## src/rtl/rhs_pkg.sv

```systemverilog
// rtl/rhs_pkg.sv - shared opcodes, states, constants and ROM lookup for the RHS SPI responder
package rhs_pkg;

  typedef enum logic [1:0] {
    CMD_CONVERT   = 2'b00,
    CMD_CALIBRATE = 2'b01,
    CMD_WRITE     = 2'b10,
    CMD_READ      = 2'b11
  } cmd_op_e;

  typedef enum logic [1:0] {
    ST_IDLE,
    ST_SHIFT,
    ST_DONE
  } frame_state_e;

  localparam int FRAME_BITS       = 32;
  localparam int REG_DEPTH        = 64;
  localparam int RESP_LATENCY     = 2;
  localparam int CONVERT_CHANNELS = 16;

  localparam logic [7:0]  ROM_ADDR_FIRST   = 8'd251;
  localparam logic [7:0]  ROM_ADDR_CHIP_ID = 8'd255;
  localparam logic [15:0] DC_BASE          = 16'h0200;

  // Read-only identification block: 'I','N','T','A' then the chip id.
  function automatic logic [15:0] rom_data(input logic [7:0] addr, input logic [15:0] chip_id);
    logic [15:0] d;
    d = '0;
    case (addr)
      8'd251:           d = 16'h0049;
      8'd252:           d = 16'h004E;
      8'd253:           d = 16'h0054;
      8'd254:           d = 16'h0041;
      ROM_ADDR_CHIP_ID: d = chip_id;
      default:          d = '0;
    endcase
    return d;
  endfunction

endpackage

```

## src/rtl/rhs_spi_frame_shifter.sv

```systemverilog
// rtl/rhs_spi_frame_shifter.sv - SPI mode-0 frame capture and MISO shift-out with frame valid/abort pulses
module rhs_spi_frame_shifter
  import rhs_pkg::*;
#(
  parameter int SYNC_STAGES = 2
) (
  input  logic        clk,
  input  logic        rst,
  input  logic        sclk,
  input  logic        cs,
  input  logic        mosi,
  input  logic [31:0] resp,
  output logic        miso,
  output logic        frame_valid,
  output logic        frame_abort,
  output logic [31:0] cmd
);

  logic [SYNC_STAGES-1:0] sclk_sync;
  logic [SYNC_STAGES-1:0] cs_sync;
  logic [SYNC_STAGES-1:0] mosi_sync;
  logic                   sclk_prev;
  logic                   cs_prev;
  logic                   sclk_s;
  logic                   cs_s;
  logic                   mosi_s;
  logic                   sclk_rise;
  logic                   sclk_fall;
  logic                   cs_rise;
  logic                   cs_fall;
  frame_state_e           state;
  logic [5:0]             bit_cnt;
  logic [31:0]            out_sr;

  // Synchronizers reset low so that a CS already held low at reset release
  // never looks like a fresh falling edge; a mid-frame reset drops that frame.
  always_ff @(posedge clk) begin
    if (rst) begin
      sclk_sync <= '0;
      cs_sync   <= '0;
      mosi_sync <= '0;
      sclk_prev <= 1'b0;
      cs_prev   <= 1'b0;
    end else begin
      sclk_sync <= {sclk_sync[SYNC_STAGES-2:0], sclk};
      cs_sync   <= {cs_sync[SYNC_STAGES-2:0], cs};
      mosi_sync <= {mosi_sync[SYNC_STAGES-2:0], mosi};
      sclk_prev <= sclk_sync[SYNC_STAGES-1];
      cs_prev   <= cs_sync[SYNC_STAGES-1];
    end
  end

  assign sclk_s    = sclk_sync[SYNC_STAGES-1];
  assign cs_s      = cs_sync[SYNC_STAGES-1];
  assign mosi_s    = mosi_sync[SYNC_STAGES-1];
  assign sclk_rise = sclk_s & ~sclk_prev;
  assign sclk_fall = ~sclk_s & sclk_prev;
  assign cs_rise   = cs_s & ~cs_prev;
  assign cs_fall   = ~cs_s & cs_prev;

  // Frame FSM: CS edges bracket a frame; a CS rise takes priority over any SCLK edge in the same cycle.
  always_ff @(posedge clk) begin
    if (rst) begin
      state       <= ST_IDLE;
      bit_cnt     <= '0;
      cmd         <= '0;
      out_sr      <= '0;
      miso        <= 1'b0;
      frame_valid <= 1'b0;
      frame_abort <= 1'b0;
    end else begin
      frame_valid <= 1'b0;
      frame_abort <= 1'b0;
      case (state)
        ST_IDLE: begin
          if (cs_fall) begin
            state   <= ST_SHIFT;
            bit_cnt <= '0;
            out_sr  <= resp;
            miso    <= resp[31];
          end
        end
        ST_SHIFT: begin
          if (cs_rise) begin
            miso <= 1'b0;
            if (bit_cnt == 6'(FRAME_BITS)) begin
              state       <= ST_DONE;
              frame_valid <= 1'b1;
            end else begin
              state       <= ST_IDLE;
              frame_abort <= 1'b1;
            end
          end else if (sclk_rise) begin
            if (bit_cnt < 6'(FRAME_BITS)) begin
              cmd <= {cmd[30:0], mosi_s};
            end
            // Saturating one past a full frame marks over-long frames as bad.
            if (bit_cnt != 6'(FRAME_BITS + 1)) begin
              bit_cnt <= bit_cnt + 6'd1;
            end
          end else if (sclk_fall && bit_cnt != '0) begin
            out_sr <= {out_sr[30:0], 1'b0};
            miso   <= out_sr[30];
          end
        end
        ST_DONE: begin
          state <= ST_IDLE;
        end
        default: begin
          state <= ST_IDLE;
        end
      endcase
    end
  end

endmodule

```

## src/rtl/rhs_spi_responder.sv

```systemverilog
// rtl/rhs_spi_responder.sv - RHS2116-style SPI slave: command decode, register file, CONVERT data and response pipeline
module rhs_spi_responder
  import rhs_pkg::*;
#(
  parameter logic [7:0]  STARTING_SEED = 8'd0,
  parameter logic [15:0] CHIP_ID       = 16'd32,
  parameter int          SYNC_STAGES   = 2
) (
  input  logic        clk,
  input  logic        rst,
  input  logic        SCLK,
  input  logic        CS,
  input  logic        MOSI,
  output logic        MISO,
  output logic        frame_strobe,
  output logic [31:0] last_cmd,
  output logic [7:0]  bad_frame_count
);

  logic        frame_valid;
  logic        frame_abort;
  logic [31:0] cmd;
  logic [15:0] regs [REG_DEPTH];
  logic [31:0] resp_pipe [RESP_LATENCY];
  logic [7:0]  sample_cnt;

  cmd_op_e     op;
  logic [7:0]  addr;
  logic [5:0]  ch;
  logic [15:0] rdata;
  logic [31:0] resp_next;
  logic        reg_we;
  logic        sample_inc;
  logic        unused_cmd_bits;

  rhs_spi_frame_shifter #(
    .SYNC_STAGES (SYNC_STAGES)
  ) u_shifter (
    .clk         (clk),
    .rst         (rst),
    .sclk        (SCLK),
    .cs          (CS),
    .mosi        (MOSI),
    .resp        (resp_pipe[RESP_LATENCY-1]),
    .miso        (MISO),
    .frame_valid (frame_valid),
    .frame_abort (frame_abort),
    .cmd         (cmd)
  );

  assign frame_strobe    = frame_valid;
  assign unused_cmd_bits = ^cmd[29:24];

  // Decode the completed command into its response and side effects.
  always_comb begin
    op         = cmd_op_e'(cmd[31:30]);
    addr       = cmd[23:16];
    ch         = cmd[21:16];
    rdata      = '0;
    resp_next  = '0;
    reg_we     = 1'b0;
    sample_inc = 1'b0;
    if (addr < 8'(REG_DEPTH)) begin
      rdata = regs[addr[5:0]];
    end else if (addr >= ROM_ADDR_FIRST) begin
      rdata = rom_data(addr, CHIP_ID);
    end
    case (op)
      CMD_CONVERT: begin
        if (ch < 6'(CONVERT_CHANNELS)) begin
          resp_next  = {DC_BASE + {10'd0, ch}, STARTING_SEED + {2'd0, ch}, sample_cnt};
          sample_inc = (ch == '0);
        end
      end
      CMD_CALIBRATE: resp_next = '0;
      CMD_WRITE: begin
        reg_we    = (addr < 8'(REG_DEPTH));
        resp_next = {16'hFFFF, cmd[15:0]};
      end
      CMD_READ: resp_next = {16'h0000, rdata};
      default:  resp_next = '0;
    endcase
  end

  // Register file writes land at frame completion, visible to the very next frame.
  always_ff @(posedge clk) begin
    if (rst) begin
      for (int i = 0; i < REG_DEPTH; i++) begin
        regs[i] <= '0;
      end
    end else if (frame_valid && reg_we) begin
      regs[addr[5:0]] <= cmd[15:0];
    end
  end

  // Response pipeline gives the two-frame latency; it only moves on valid frames.
  always_ff @(posedge clk) begin
    if (rst) begin
      for (int i = 0; i < RESP_LATENCY; i++) begin
        resp_pipe[i] <= '0;
      end
    end else if (frame_valid) begin
      resp_pipe[0] <= resp_next;
      for (int i = 1; i < RESP_LATENCY; i++) begin
        resp_pipe[i] <= resp_pipe[i-1];
      end
    end
  end

  // Frame bookkeeping: last command, CONVERT sample counter, saturating bad-frame count.
  always_ff @(posedge clk) begin
    if (rst) begin
      last_cmd        <= '0;
      sample_cnt      <= '0;
      bad_frame_count <= '0;
    end else begin
      if (frame_valid) begin
        last_cmd <= cmd;
        if (sample_inc) begin
          sample_cnt <= sample_cnt + 8'd1;
        end
      end
      if (frame_abort && bad_frame_count != 8'hFF) begin
        bad_frame_count <= bad_frame_count + 8'd1;
      end
    end
  end

endmodule
```

## config.mk

```make
export PLATFORM = sky130hd
export DESIGN_NAME = rhs_spi_responder
export DESIGN_NICKNAME = d
export VERILOG_FILES = /design/src/rtl/rhs_pkg.sv /design/src/rtl/rhs_spi_frame_shifter.sv /design/src/rtl/rhs_spi_responder.sv
export SDC_FILE = /design/constraint.sdc
export NUM_CORES = 2
export LEC_CHECK = 0
export CORE_MARGIN = 2
export CORE_UTILIZATION = 57
export DETAILED_ROUTE_END_ITERATION = 8
export PLACE_DENSITY = 0.76
export SETUP_SLACK_MARGIN = 0.15
export SLEW_MARGIN = 20
export SYNTH_ARGS = -nofsm -noshare
export SYNTH_HDL_FRONTEND = slang
export SYNTH_HIERARCHICAL = 1
export SYNTH_SLANG_ARGS = --single-unit
```

## constraint.sdc

```tcl
create_clock -name clk -period 2.6 [get_ports clk]
set_input_delay 0.39 -clock clk [delete_from_list [all_inputs] [get_ports clk]]
set_output_delay 0.39 -clock clk [all_outputs]
set_load 0.02 [all_outputs]
```

==> flow_summary.json <==
{
  "slew_headroom_pct": 30.6,
  "mappedNetlistArea_mm2": 0.0547,
  "drc": 0,
  "crit_end": "resp_pipe[0][7]",
  "drt_first_pass_iters": 8,
  "stdcell_area_mm2": 0.0649,
  "synth_cell_types": 84,
  "r2r_setup_slack_ns": -0.07,
  "post-route-util_pct": 68.3,
  "failed_checks": "setup timing",
  "cts_tree": "built",
  "io_pins": 47,
  "drv_slew": 0,
  "die_height_um": 314,
  "final_common_cell": "edfxtp_1",
  "async_flop_share_pct": 0,
  "outcome": "complete, but fails checks",
  "place_ws_ns": -0.616,
  "rr_endpoint": "resp_pipe[0][7]",
  "first_global_vias": 35208,
  "ys.flop_type": "edfxtp_1",
  "area_growth_pct": 18.6,
  "clkTransAtPathRegs_ns": 0.06,
  "p_per_area_mw_per_mm2": 610,
  "grt_pass1_wl_um": 232000,
  "path_class": "flip-flop to flip-flop",
  "numClockSinks": 1202,
  "viasPerCell": 6.39,
  "cts_max_path_buffers": 3,
  "clkLatencyLatePin_ns": 0.72,
  "worst_slack_ns": -0.0717,
  "nNetsFinal": 4304,
  "tightest_slew_ns": 1.04,
  "antenna_found_initial": 5,
  "cap_viol_max_count": 0,
  "hold_class": "primary input to flip-flop",
  "start_kind": "flip-flop",
  "synth_fp_nets": 4012,
  "die_area_mm2": 0.0984,
  "r2r_start": "u_shifter/cmd[17]",
  "dp_hpwl_um": 101000,
  "via_count": 36174,
  "ir_drop_v": 0.000565,
  "first_iter_violations": 5561,
  "start_util_pct": 57.6,
  "routed.top_layer": "met4",
  "grt_start_max_net_pins": 104,
  "fmax_mhz": 374,
  "drive_above_1_share_pct": 24.8,
  "skew_ns": 0.0303,
  "wl_met2_um": 74500,
  "root_buffer": "clkbuf_16",
  "layout_common_cells": "edfxtp_1 (1072), and2_1 (1050), buf_4 (369)",
  "cp.arrival_ns": 3.12,
  "final-setup-viol-count": 2,
  "grt-ovfl-total": 0,
  "design.core.area_mm2": 0.0950,
  "met3RoutedLength_um": 18800,
  "cts_max_level": 3,
  "io_buffers": 46,
  "worstSetupEndpointType": "flip-flop",
  "postRouteAntennaNets": 0,
  "met1_length_um": 58100,
  "leakage_nw": 23.4,
  "drt_wl_total_um": 160000,
  "synth-seq-area-share_pct": 63.6,
  "worstPathMaxFanout": 13,
  "crit_required_ns": 3.05,
  "min_period_ns": 2.67,
  "yosysWarnings": 6,
  "crit_start": "u_shifter/cmd[17]",
  "p_total_w": 0.0396,
  "rows": 113,
  "cts_inserted_buffers": 118,
  "reg2regPathDepth": 11,
  "syn_avg_cell_area_um2": 13.7,
  "wl_per_cell_um": 28.3,
  "dpl_cell_area_mm2": 0.0594,
  "place.gp.congestion": 1.00,
  "grt_setup_unrepaired": "yes",
  "grt_usage_pct": 32.1,
  "finalCritPeriodShare_pct": 103,
  "die_w_um": 314,
  "synth_edf_count": 1072,
  "hold_viol_final": 0,
  "synthCells": 4002,
  "yosys_register_bits": 1202
}
## per-layer routing
metal  global-route usage (%)  up-vias
met3                     7.03      514
met2                     50.4     2460
li1                         -    15238
met1                     42.8    17962
met4                     15.9        0
met5                        0        -
## worst max-delay path: stages (launching register included)
cell and delay (ns):
dfxtp_4 0.39, buf_12 0.15, buf_12 0.16, buf_12 0.13
buf_4 0.11, mux2i_1 0.41, a22oi_1 0.14, nand3_1 0.16
nand4_1 0.15, buf_6 0.18, nor3_4 0.28, o21ai_2 0.12
## registers in the layout (all words and copies together) (netlist names)
register	cells
bad_frame_count	8
last_cmd	32
regs	1024
resp_pipe	48
sample_cnt	8
u_shifter/bit_cnt	6
u_shifter/cmd	32
u_shifter/cs_prev	1
u_shifter/cs_sync	2
u_shifter/frame_abort	1
u_shifter/frame_valid	1
u_shifter/miso	1
u_shifter/mosi_sync	2
u_shifter/out_sr	31
u_shifter/sclk_prev	1
u_shifter/sclk_sync	2
u_shifter/state	2
## Yosys cell counts (all sizes together) (40+ instances only)
master,count,share of area [%]
o22ai,50,0.57
dfxtp,130,4.8
edfxtp,1072,59
clkbuf,244,1.7
nor2,142,1.1
a22oi,43,0.59
o21ai,51,0.47
and2,1051,12
buf,121,1.3
or2,67,0.77
a21oi,121,1.1
mux4,145,6.0
mux2,40,0.82
mux2i,195,3.6
nand2,129,0.92
## cell families after synthesis
| family | synth area share, % |
|---|---|
| AOI/OAI and AO/OA | 5.51 |
| xor gates and xnor gates | 0.192 |
| adders and majority gates | 0.114 |
| buffers and inverters | 3.15 |
| DFF | 63.6 |
| muxes | 10.4 |
| and+or+nand+nor | 17.1 |
## area by class of cell
| class | count | area [µm²] |
|---|---|---|
| tap | 1265 | 1580 |
| timing repair buffer | 536 | 5550 |
| antenna | 5 | 12.5 |
| fill | 6314 | 30100 |
| clock buffer | 160 | 3200 |
| multi-input combinational | 2410 | 19100 |
| clock inverter | 58 | 518 |
| inverter | 26 | 97.6 |
| sequential | 1202 | 34800 |
## where the power goes
| part | total [W] | internal, W | switching, W |
|---|---|---|---|
| Combinational | 0.00111 | 0.000416 | 0.000692 |
| Sequential | 0.0217 | 0.0215 | 0.000210 |
| Clock | 0.0167 | 0.00947 | 0.00726 |
## stage by stage
step                      cells  hold WS [ns]  TNS, ns
after floorplan            4002         0.414        0
after global placement     5375         0.431    -3.46
after detailed placement   5375         0.441    -3.31
after CTS                  5613         0.207        0
after global routing       5657         0.208   -0.189
final                      5662         0.174  -0.0835
## what timing repair did
item                       4_1_cts  5_1_grt
cloned                           2        5
buffers inserted                18       38
pin swaps                       23       33
hold buffers                     0        0
setup endpoints to repair      228      428
resized for setup              126      125
## how the worst min path moves through the flow
stage	from	depth (start not counted)	end
global route	rst	3	last_cmd[15]
finish	rst	3	last_cmd[11]
floorplan	u_shifter/cs_sync[0]	1	u_shifter/cs_sync[1]
global placement	u_shifter/sclk_sync[0]	1	u_shifter/sclk_sync[1]
detailed placement	u_shifter/mosi_sync[0]	1	u_shifter/mosi_sync[1]
CTS	rst	3	last_cmd[11]
Power figures use the tool's default switching activity.
